--- config.mk ---
export PLATFORM = sky130hd
export DESIGN_NAME = motorchannelctl
export DESIGN_NICKNAME = d
export VERILOG_FILES = /design/src/rtl/motorctl_pkg.sv /design/src/rtl/cediv.sv /design/src/rtl/motorchannelctl.sv
export SDC_FILE = /design/constraint.sdc
export NUM_CORES = 1
export LEC_CHECK = 0
export BUFFER_PORTS_ARGS = -buffer_cell sky130_fd_sc_hd__buf_2
export CORE_MARGIN = 2
export CORE_UTILIZATION = 60
export CTS_BUF_LIST = sky130_fd_sc_hd__clkbuf_8
export CTS_CLUSTER_SIZE = 8
export DETAILED_ROUTE_END_ITERATION = 8
export PLACE_DENSITY_LB_ADDON = 0.2
export SETUP_SLACK_MARGIN = 0.4
export SYNTH_ARGS = -nofsm -noshare
export SYNTH_HDL_FRONTEND = slang
export SYNTH_SLANG_ARGS = --single-unit
--- constraint.sdc ---
create_clock -name clk -period 6 [get_ports clk]
set_clock_uncertainty 0.2 [all_clocks]
set_input_delay 0.3 -clock clk [delete_from_list [all_inputs] [get_ports clk]]
set_output_delay 0.3 -clock clk [all_outputs]
set_load 0.02 [all_outputs]
--- src/rtl/motorctl_pkg.sv ---
// Shared definitions for the motor channel controller: register map,
// CTRL/STATUS bit positions and the freeze handshake state type.
package motorctl_pkg;

    localparam logic [2:0] ADDR_DUTY      = 3'd0;
    localparam logic [2:0] ADDR_CTRL      = 3'd1;
    localparam logic [2:0] ADDR_FILTDIV   = 3'd2;
    localparam logic [2:0] ADDR_PWMDIV    = 3'd3;
    localparam logic [2:0] ADDR_COUNTL    = 3'd4;
    localparam logic [2:0] ADDR_COUNTH    = 3'd5;
    localparam logic [2:0] ADDR_WDTRELOAD = 3'd6;
    localparam logic [2:0] ADDR_STATUS    = 3'd7;

    localparam int CTRL_RUN    = 0;
    localparam int CTRL_ENPWM  = 1;
    localparam int CTRL_INVPWM = 2;
    localparam int CTRL_INVPH  = 3;
    localparam int CTRL_WDTEN  = 4;

    localparam int STAT_FREEZE  = 0;
    localparam int STAT_WDTTRIP = 1;
    localparam int STAT_FRZTO   = 2;

    typedef enum logic {
        FRZ_IDLE   = 1'b0,
        FRZ_FROZEN = 1'b1
    } frz_state_t;

endpackage

--- src/rtl/cediv.sv ---
// 8-bit programmable clock-enable divider: ce is high one clock in every
// div+1. restart zeroes the count so the next pulse lands div+1 clocks later.
module cediv (
    input  logic       clk,
    input  logic       reset,
    input  logic [7:0] div,
    input  logic       restart,
    output logic       ce
);

    logic [7:0] cnt;

    // >= rather than == so a stale count above a new divisor cannot stall
    assign ce = (cnt >= div);

    // count up to the divisor, wrap on the enable, zero on restart
    always_ff @(posedge clk) begin
        if (reset || restart)
            cnt <= 8'd0;
        else if (ce)
            cnt <= 8'd0;
        else
            cnt <= cnt + 8'd1;
    end

endmodule

--- src/rtl/motorchannelctl.sv ---
// Host-side controller for one brushed DC motor channel: configuration
// registers, clock-enable dividers, PWM duty load, atomic tach-count read
// via the freeze handshake, and a duty-refresh watchdog.
module motorchannelctl
    import motorctl_pkg::*;
#(
    parameter int WDT_PRESC   = 10,
    parameter int FRZ_TIMEOUT = 255
) (
    input  logic       clk,
    input  logic       reset,
    input  logic [2:0] addr,
    input  logic [7:0] wrtdata,
    input  logic       wr,
    input  logic       rd,
    output logic [7:0] rddata,
    input  logic [7:0] countl,
    input  logic [7:0] counth,
    output logic       filterce,
    output logic       pwmcntce,
    output logic       pwmldce,
    output logic [7:0] pwmdata,
    output logic       freeze,
    output logic       invphase,
    output logic       invertpwm,
    output logic       enablepwm,
    output logic       run
);

    // freeze lasts exactly FRZ_TIMEOUT clocks, so the counter starts one short
    localparam logic [15:0] TMO_LOAD = 16'((FRZ_TIMEOUT > 0) ? FRZ_TIMEOUT - 1 : 0);

    logic [7:0]           filtdiv, pwmdiv, wdtreload, wdtcnt;
    logic                 wdten, wdttrip, frzto;
    logic [WDT_PRESC-1:0] presc;
    logic [15:0]          tmo, tmo_nx;
    frz_state_t           state, state_nx;
    logic                 frzto_set;

    logic wr_duty, wr_ctrl, wr_filt, wr_pwm, wr_wdtr, wr_stat;
    logic rd_countl, rd_counth;
    logic wdtick, wdreload, wddec, trip;

    assign wr_duty   = wr && (addr == ADDR_DUTY);
    assign wr_ctrl   = wr && (addr == ADDR_CTRL);
    assign wr_filt   = wr && (addr == ADDR_FILTDIV);
    assign wr_pwm    = wr && (addr == ADDR_PWMDIV);
    assign wr_wdtr   = wr && (addr == ADDR_WDTRELOAD);
    assign wr_stat   = wr && (addr == ADDR_STATUS);
    assign rd_countl = rd && (addr == ADDR_COUNTL);
    assign rd_counth = rd && (addr == ADDR_COUNTH);

    // a reload in the same cycle as a tick always wins over the decrement
    assign wdtick   = &presc;
    assign wdreload = wr_duty || (wr_ctrl && wrtdata[CTRL_WDTEN]);
    assign wddec    = wdtick && wdten && run && !wdreload;
    assign trip     = wddec && (wdtcnt <= 8'd1);

    assign freeze = (state == FRZ_FROZEN);

    cediv u_filtdiv (
        .clk     (clk),
        .reset   (reset),
        .div     (filtdiv),
        .restart (wr_filt),
        .ce      (filterce)
    );

    cediv u_pwmdiv (
        .clk     (clk),
        .reset   (reset),
        .div     (pwmdiv),
        .restart (wr_pwm),
        .ce      (pwmcntce)
    );

    // configuration registers; a watchdog trip overrides a concurrent run write
    always_ff @(posedge clk) begin
        if (reset) begin
            run       <= 1'b0;
            enablepwm <= 1'b0;
            invertpwm <= 1'b0;
            invphase  <= 1'b0;
            wdten     <= 1'b0;
            filtdiv   <= 8'd0;
            pwmdiv    <= 8'd0;
            wdtreload <= 8'd0;
        end else begin
            if (wr_ctrl) begin
                run       <= wrtdata[CTRL_RUN];
                enablepwm <= wrtdata[CTRL_ENPWM];
                invertpwm <= wrtdata[CTRL_INVPWM];
                invphase  <= wrtdata[CTRL_INVPH];
                wdten     <= wrtdata[CTRL_WDTEN];
            end
            if (trip)
                run <= 1'b0;
            if (wr_filt)
                filtdiv <= wrtdata;
            if (wr_pwm)
                pwmdiv <= wrtdata;
            if (wr_wdtr)
                wdtreload <= wrtdata;
        end
    end

    // duty register and the one-cycle load pulse that follows a DUTY write
    always_ff @(posedge clk) begin
        if (reset) begin
            pwmdata <= 8'd0;
            pwmldce <= 1'b0;
        end else begin
            pwmldce <= wr_duty;
            if (wr_duty)
                pwmdata <= wrtdata;
        end
    end

    // watchdog prescaler and down-counter
    always_ff @(posedge clk) begin
        if (reset) begin
            presc  <= '0;
            wdtcnt <= 8'd0;
        end else begin
            presc <= presc + 1'b1;
            if (wdreload)
                wdtcnt <= wdtreload;
            else if (wddec)
                wdtcnt <= (wdtcnt <= 8'd1) ? 8'd0 : wdtcnt - 8'd1;
        end
    end

    // sticky status flags: a new set beats a write-1-to-clear
    always_ff @(posedge clk) begin
        if (reset) begin
            wdttrip <= 1'b0;
            frzto   <= 1'b0;
        end else begin
            wdttrip <= (wdttrip && !(wr_stat && wrtdata[STAT_WDTTRIP])) || trip;
            frzto   <= (frzto && !(wr_stat && wrtdata[STAT_FRZTO])) || frzto_set;
        end
    end

    // freeze FSM state and timeout register
    always_ff @(posedge clk) begin
        if (reset) begin
            state <= FRZ_IDLE;
            tmo   <= 16'd0;
        end else begin
            state <= state_nx;
            tmo   <= tmo_nx;
        end
    end

    // freeze FSM next state: COUNTH read releases, COUNTL read (re)arms
    always_comb begin
        state_nx  = state;
        tmo_nx    = tmo;
        frzto_set = 1'b0;
        case (state)
            FRZ_IDLE: begin
                if (rd_countl) begin
                    state_nx = FRZ_FROZEN;
                    tmo_nx   = TMO_LOAD;
                end
            end
            FRZ_FROZEN: begin
                if (rd_counth) begin
                    state_nx = FRZ_IDLE;
                end else if (rd_countl) begin
                    tmo_nx = TMO_LOAD;
                end else if (tmo == 16'd0) begin
                    state_nx  = FRZ_IDLE;
                    frzto_set = 1'b1;
                end else begin
                    tmo_nx = tmo - 16'd1;
                end
            end
            default: state_nx = FRZ_IDLE;
        endcase
    end

    // registered read mux; rddata holds between reads
    always_ff @(posedge clk) begin
        if (reset) begin
            rddata <= 8'd0;
        end else if (rd) begin
            case (addr)
                ADDR_CTRL:      rddata <= {3'b000, wdten, invphase, invertpwm, enablepwm, run};
                ADDR_FILTDIV:   rddata <= filtdiv;
                ADDR_PWMDIV:    rddata <= pwmdiv;
                ADDR_COUNTL:    rddata <= countl;
                ADDR_COUNTH:    rddata <= counth;
                ADDR_WDTRELOAD: rddata <= wdtreload;
                ADDR_STATUS:    rddata <= {5'b00000, frzto, wdttrip, freeze};
                default:        rddata <= 8'd0;
            endcase
        end
    end

endmodule

== Yosys cells after proc, flatten, opt, wreduce, memory -nomap -nowiden ==
Index checks and enable logic that the tools add are counted.

* Register bits after elaboration: 99
* Bits of input ports: 31
* Word-level logic and storage cells: 89

* $add $sub $neg: 5
* Order comparisons: 3
* Equal/unequal tests: 10
* Mux-type cells: 18
* Bitwise operators: 1
* Reduce and logical (&&, ||, !) cells: 33

{| class="wikitable"
|+ Operators with widths
! kind !! count
|-
| $mux W16 || 4
|-
| $pmux W8 S7 || 1
|-
| $pmux W16 S2 || 1
|-
| $mux W8 || 3
|-
| $logic_and A1 B1 Y1 || 17
|-
| $add A8 B1 Y8 const B || 2
|-
| $ge A8 B8 Y1 || 2
|-
| $logic_not A16 Y1 || 1
|-
| $sub A16 B1 Y16 const B || 1
|-
| $eq A3 B3 Y1 const B || 4
|-
| $add A10 B1 Y10 const B || 1
|-
| $reduce_and A10 Y1 || 1
|-
| $le A8 B1 Y1 const B || 1
|-
| $mux W1 || 8
|-
| $sub A8 B1 Y8 const B || 1
|-
| $eq A3 B2 Y1 const B || 2
|-
| $reduce_or A2 Y1 || 3
|-
| $logic_or A1 B1 Y1 || 5
|-
| $ne A2 B2 Y1 const B || 2
|-
| $eq A3 B1 Y1 const B || 1
|-
| $logic_not A1 Y1 || 3
|-
| $logic_not A3 Y1 || 1
|-
| $ne A3 B3 Y1 const B || 1
|-
| $reduce_and A3 Y1 || 1
|-
| other kinds (3) || 3
|}

== Logic depth before layout (Yosys ltp) ==
* Depth after elaboration: 8
* Depth in mapped cells: 8
* Depth with buffers taken out: 7

== Hierarchy ==
Synthesis repeated with hierarchy kept, for this count alone.

* Cell total of the unflattened synthesis: 580
* Area, all modules: 4,962.3 µm²

{| class="wikitable"
|+ By module, submodules not included
! module !! times used !! cells each !! area an instance (µm²) !! seq. area each (µm²)
|-
| motorchannelctl || 1 || 462 || 3,866.2 || 1,661.6
|-
| cediv || 2 || 59 || 548.0 || 160.2
|}

== Worst setup path before layout ==
Ideal clock, no wire load.

* Path kind: reg2reg
* Start: register wdtcnt[0]
* End: register wdtcnt[5]
* Setup time: 0.074 ns
* Arrival time: 1.904 ns
* Data required time: 5.726 ns
* Path slack: 3.821 ns
* Cell stages (with the launch flop): 9
* Path buffers: 1
* Period minus slack after synthesis: 2.179 ns
* Cells stage by stage: dfxtp_1 -> inv_1 -> ha_1 -> or2_2 -> and4b_1 -> clkbuf_1 -> nand4b_1 -> or4_1 -> o21ai_0

* Word-level cells in the longest chain between the ends: 4
* Elaborated cells between the ends (all ways): 5
* Classes of those cells: 1 x add/sub; 1 x order compare; 3 x mux

{| class="wikitable"
|+ RTL lines
! element !! line !! text
|-
| start, declared || motorchannelctl.sv:33 || <nowiki>logic [7:0] filtdiv, pwmdiv, wdtreload, wdtcnt;</nowiki>
|-
| start signal, assigned || motorchannelctl.sv:127 || <nowiki>wdtcnt <= wdtreload;</nowiki>
|-
| start signal, assigned || motorchannelctl.sv:129 || <nowiki>wdtcnt <= (wdtcnt <= 8'd1) ? 8'd0 : wdtcnt - 8'd1;</nowiki>
|-
| $sub A8 B1 Y8 or $le A8 B1 Y1 (tied branches) || motorchannelctl.sv:129 ||
|-
| $mux W8 (*) || motorchannelctl.sv:129 ||
|-
| $mux W8 (*) || motorchannelctl.sv:128 || <nowiki>else if (wddec)</nowiki>
|-
| $mux W8 (*) || motorchannelctl.sv:126 || <nowiki>if (wdreload)</nowiki>
|}

Mark *: on every way between the ends. The rest lies on a longest branch, timed or not. The select of a mux whose other input is x is not followed.
A chain may end at the register's enable or synchronous reset.

== Worst setup path after layout ==
* Start: register u_pwmdiv.cnt[0]
* End: output pwmcntce

* Word-level cells in the longest chain between the ends: 1

{| class="wikitable"
|+ RTL lines
! element !! line !! text
|-
| start, declared || cediv.sv:11 || <nowiki>logic [7:0] cnt;</nowiki>
|-
| start signal, assigned || cediv.sv:23 || <nowiki>cnt <= cnt + 8'd1;</nowiki>
|-
| $ge A8 B8 Y1 || cediv.sv:14 || <nowiki>assign ce = (cnt >= div);</nowiki>
|-
| end, declared || motorchannelctl.sv:20 || <nowiki>output logic pwmcntce,</nowiki>
|}

Every way passes these cells.

==> out/qor.csv <==
metric,value,unit
status,"complete, no violations",
Routed WL,11.4,mm
mapped cell area,4880,um^2
first-pass GRT wire length,18.8,mm
Hold EP,pwmdata[6],
WP data required,5.50,ns
Ports,55,
post-synthesis sequential area ratio,0.406,
crit path DAT,2.10,ns
worst setup margin,3.40,ns
via count,4359,
H-tree depth,3,
Max Slew Vio Count,0,
RSZ-0062 raised after global routing,false,
period utilization,0.434,
min Tclk post-route,2.60,ns
"CTS clk-pin slew, worst paths",0.10,ns
YS warnings,0,
post-synth cell types,56,
port bufs,54,
area grow syn2layout,10.9,%
share of layout cells above drive strength 1,0.136,
"FF+latch count, synth",99,
Max Freq,384,MHz
Max-Cap Viols,0,
vias in the first global route,3977,
worst hold path depth,3,
Post-CTS Setup Inserts,0,
CTS tree,yes,
clk sink count,99,
r2r startpoint,u_pwmdiv.cnt[0],
DRT Pass-1 Iters,5,
max reg flops,16,
worst-skew pair later-pin latency,0.36,ns
crit path max fanout,6,
"Net Count, Synth",643,
Clock Root Buffer,clkbuf_8,
GRT Total Usage,0.266,
TritonCTS Buffers,9,
Synth top area share,0.406,
Regs by FF count,"tmo: 16 flops, presc: 10 flops",
Cell Pwr Density,239,nW/um^2
Post-CTS Resized,0,
largest net degree at the start of global routing,77,
Initial Utilization,0.625,
DR WL/cell,15.4,um
DR iter-0 viols,326,
# DRC,0,
Leakage,0.00208,uW
initial antenna violation count,0,
antenna diode count,0,
Finish-stage setup viols,0,
CP Class,flip-flop to primary output,
ANT nets after route,0,
top cell type by total area after synthesis,dfxtp_1,
Post-Syn Instances,590,
Mapped Avg Cell Area,8.27,um^2
total gr overflow,0,
Slew @ Worst Pin,0.947,ns
Peak VDD IR,0.216,mV
Worst Setup End Kind,primary output,
fraction of registers with async set/reset,0,
vias per std cell,5.88,
Max clock buf depth,2,
ranking of synthesized cells by area,"dfxtp_1 41%, nand2_1 6.9%, ha_1 5.6%, a21oi_1 5.3%, nor2_1 5.0%",
endpoints failing hold,0,
gp weighted congestion,0.958,
hold buffers post-CTS,0,
ys flop type,dfxtp_1,
NumNets Final,687,
Placeable Area,7810,um^2
detailed placement HPWL,8.21,mm
reg2reg setup slack,3.60,ns
Slew HR,0.364,
Worst Hold Class,primary input to flip-flop,
"worst slack, placed",3.64,ns
number of cells on the worst reg-to-reg path,7,
final setup TNS,0,ns
Die Height,94.2,um
Die Wd,94.2,um
die area,8870,um^2
FP Rows,32,
r2r endpoint,u_pwmdiv.cnt[5],
Hold Path Origin,wrtdata[6],
Biggest register,tmo,
number of flops mapped to enable cells by yosys,0,
CP startpoint kind,flip-flop,
## worst max path at each step
stage / start / endpoint / slack (ns)
5_1_grt: u_pwmdiv.cnt[0] / pwmcntce / 3.20
3_5_place_dp: u_pwmdiv.cnt[0] / u_pwmdiv.cnt[2] / 3.64
4_1_cts: u_pwmdiv.cnt[0] / pwmcntce / 3.39
3_3_place_gp: u_pwmdiv.cnt[0] / u_pwmdiv.cnt[6] / 3.71
6_report: u_pwmdiv.cnt[0] / pwmcntce / 3.40
2_1_floorplan: wdtcnt[0] / wdtcnt[5] / 3.82
## final cells by class
class | count | area (um^2)
Inverter | 25 | 93.8
Tap cell | 102 | 128
Fill cell | 648 | 2400
Clock buffer | 10 | 138
Clock inverter | 6 | 65.1
Sequential cell | 99 | 1980
Timing Repair Buffer | 57 | 293
Multi-Input combinational cell | 442 | 2710
## cells in the final DEF (no fill, tap or decap), types with 3 or more instances in the layout
cell and count:
a211oi_1 12, nand3_1 18, or2_2 4, clkbuf_8 10
nand2b_1 7, a221oi_1 3, dfxtp_1 99, a22oi_1 4
nor4_1 6, a311oi_1 4, nand3b_1 3, mux2i_1 16
mux2_2 3, ha_1 22, xnor2_1 14, and3_1 11
a21oi_1 52, nand4_1 3, inv_1 25, a221o_1 3
nor2b_1 11, nor3b_1 3, buf_4 3, nor2_1 65
o21ai_0 18, nand2_1 90, buf_2 54, xor2_1 11
or3_1 5, a22o_1 7, nor3_1 12
## synth_stat cells (2+ instances only)
library cell  instances
dfxtp_1              99
xnor2_1              14
o21bai_1              2
a211oi_1             12
a221o_1               3
a21oi_1              52
o21ai_0              18
and3_1               11
nor4_1                6
mux4_2                2
clkbuf_1             13
nor3b_1               3
a2111oi_0             2
nand2_1              90
buf_2                 3
ha_1                 22
and2_1                2
mux2_2                3
a22oi_1               4
nor3_1               12
or3_1                 5
nand4_1               3
or2_2                 4
a311oi_1              4
o31ai_1               2
nand3_1              18
nand2b_1              7
buf_1                 8
a2111o_1              2
xor2_1               11
nand3b_1              3
a21o_1                2
a221oi_1              3
o21a_1                2
nor2_1               65
a22o_1                7
nor2b_1              11
or4_1                 2
a31oi_1               2
inv_1                25
mux2i_1              16
## layer usage
metal  global-route usage  share of wire  vias to the layer above
met5                    0              0                        -
met4               0.0676          0.018                        0
met3               0.0506          0.065                       18
met2                0.436           0.47                      157
met1                0.362           0.45                     2023
li1                     -              -                     2161
## cells by family (layout without fill, tap and decap cells)
| kind of cell | count (synthesis) | count (layout) | synth area share |
|---|---|---|---|
| xor+xnor | 25 | 25 | 0.0449 |
| fa+ha+maj | 22 | 22 | 0.0564 |
| mux | 21 | 21 | 0.0490 |
| simple gates | 252 | 252 | 0.245 |
| buf+inv | 49 | 98 | 0.0385 |
| flops | 99 | 99 | 0.406 |
| compound gates | 122 | 122 | 0.160 |
## stage by stage
| stage | hold slack [ns] | std cells | utilization | instance area (um^2) | power [uW] |
|---|---|---|---|---|---|
| CTS | 0.00390 | 741 | 0.692 | 5410 | 1300 |
| finish | 0.0328 | 741 | 0.692 | 5410 | 1290 |
| global placement | 0.228 | 725 | 0.667 | 5200 | 863 |
| global route | 0.0134 | 741 | 0.692 | 5410 | 1350 |
| detailed placement | 0.237 | 725 | 0.667 | 5200 | 868 |
| floorplan | 0.218 | 590 | - | 4880 | 820 |
## critical path: stages, from the launching register on
cell and delay (ns):
dfxtp_1 0.43, inv_1 0.07, ha_1 0.27, nand2b_1 0.14
a2111oi_0 0.41, o21bai_1 0.15, nand2_1 0.08, nand2_1 0.05
buf_2 0.16
## power by group
part           leakage [uW]  internal (uW)  switching (uW)
sequential         0.000802            674            16.2
combinational       0.00118           63.2             103
clock              0.000102            204             230
total               0.00208            942             349
No activity file was read; power rests on OpenSTA's default activity.
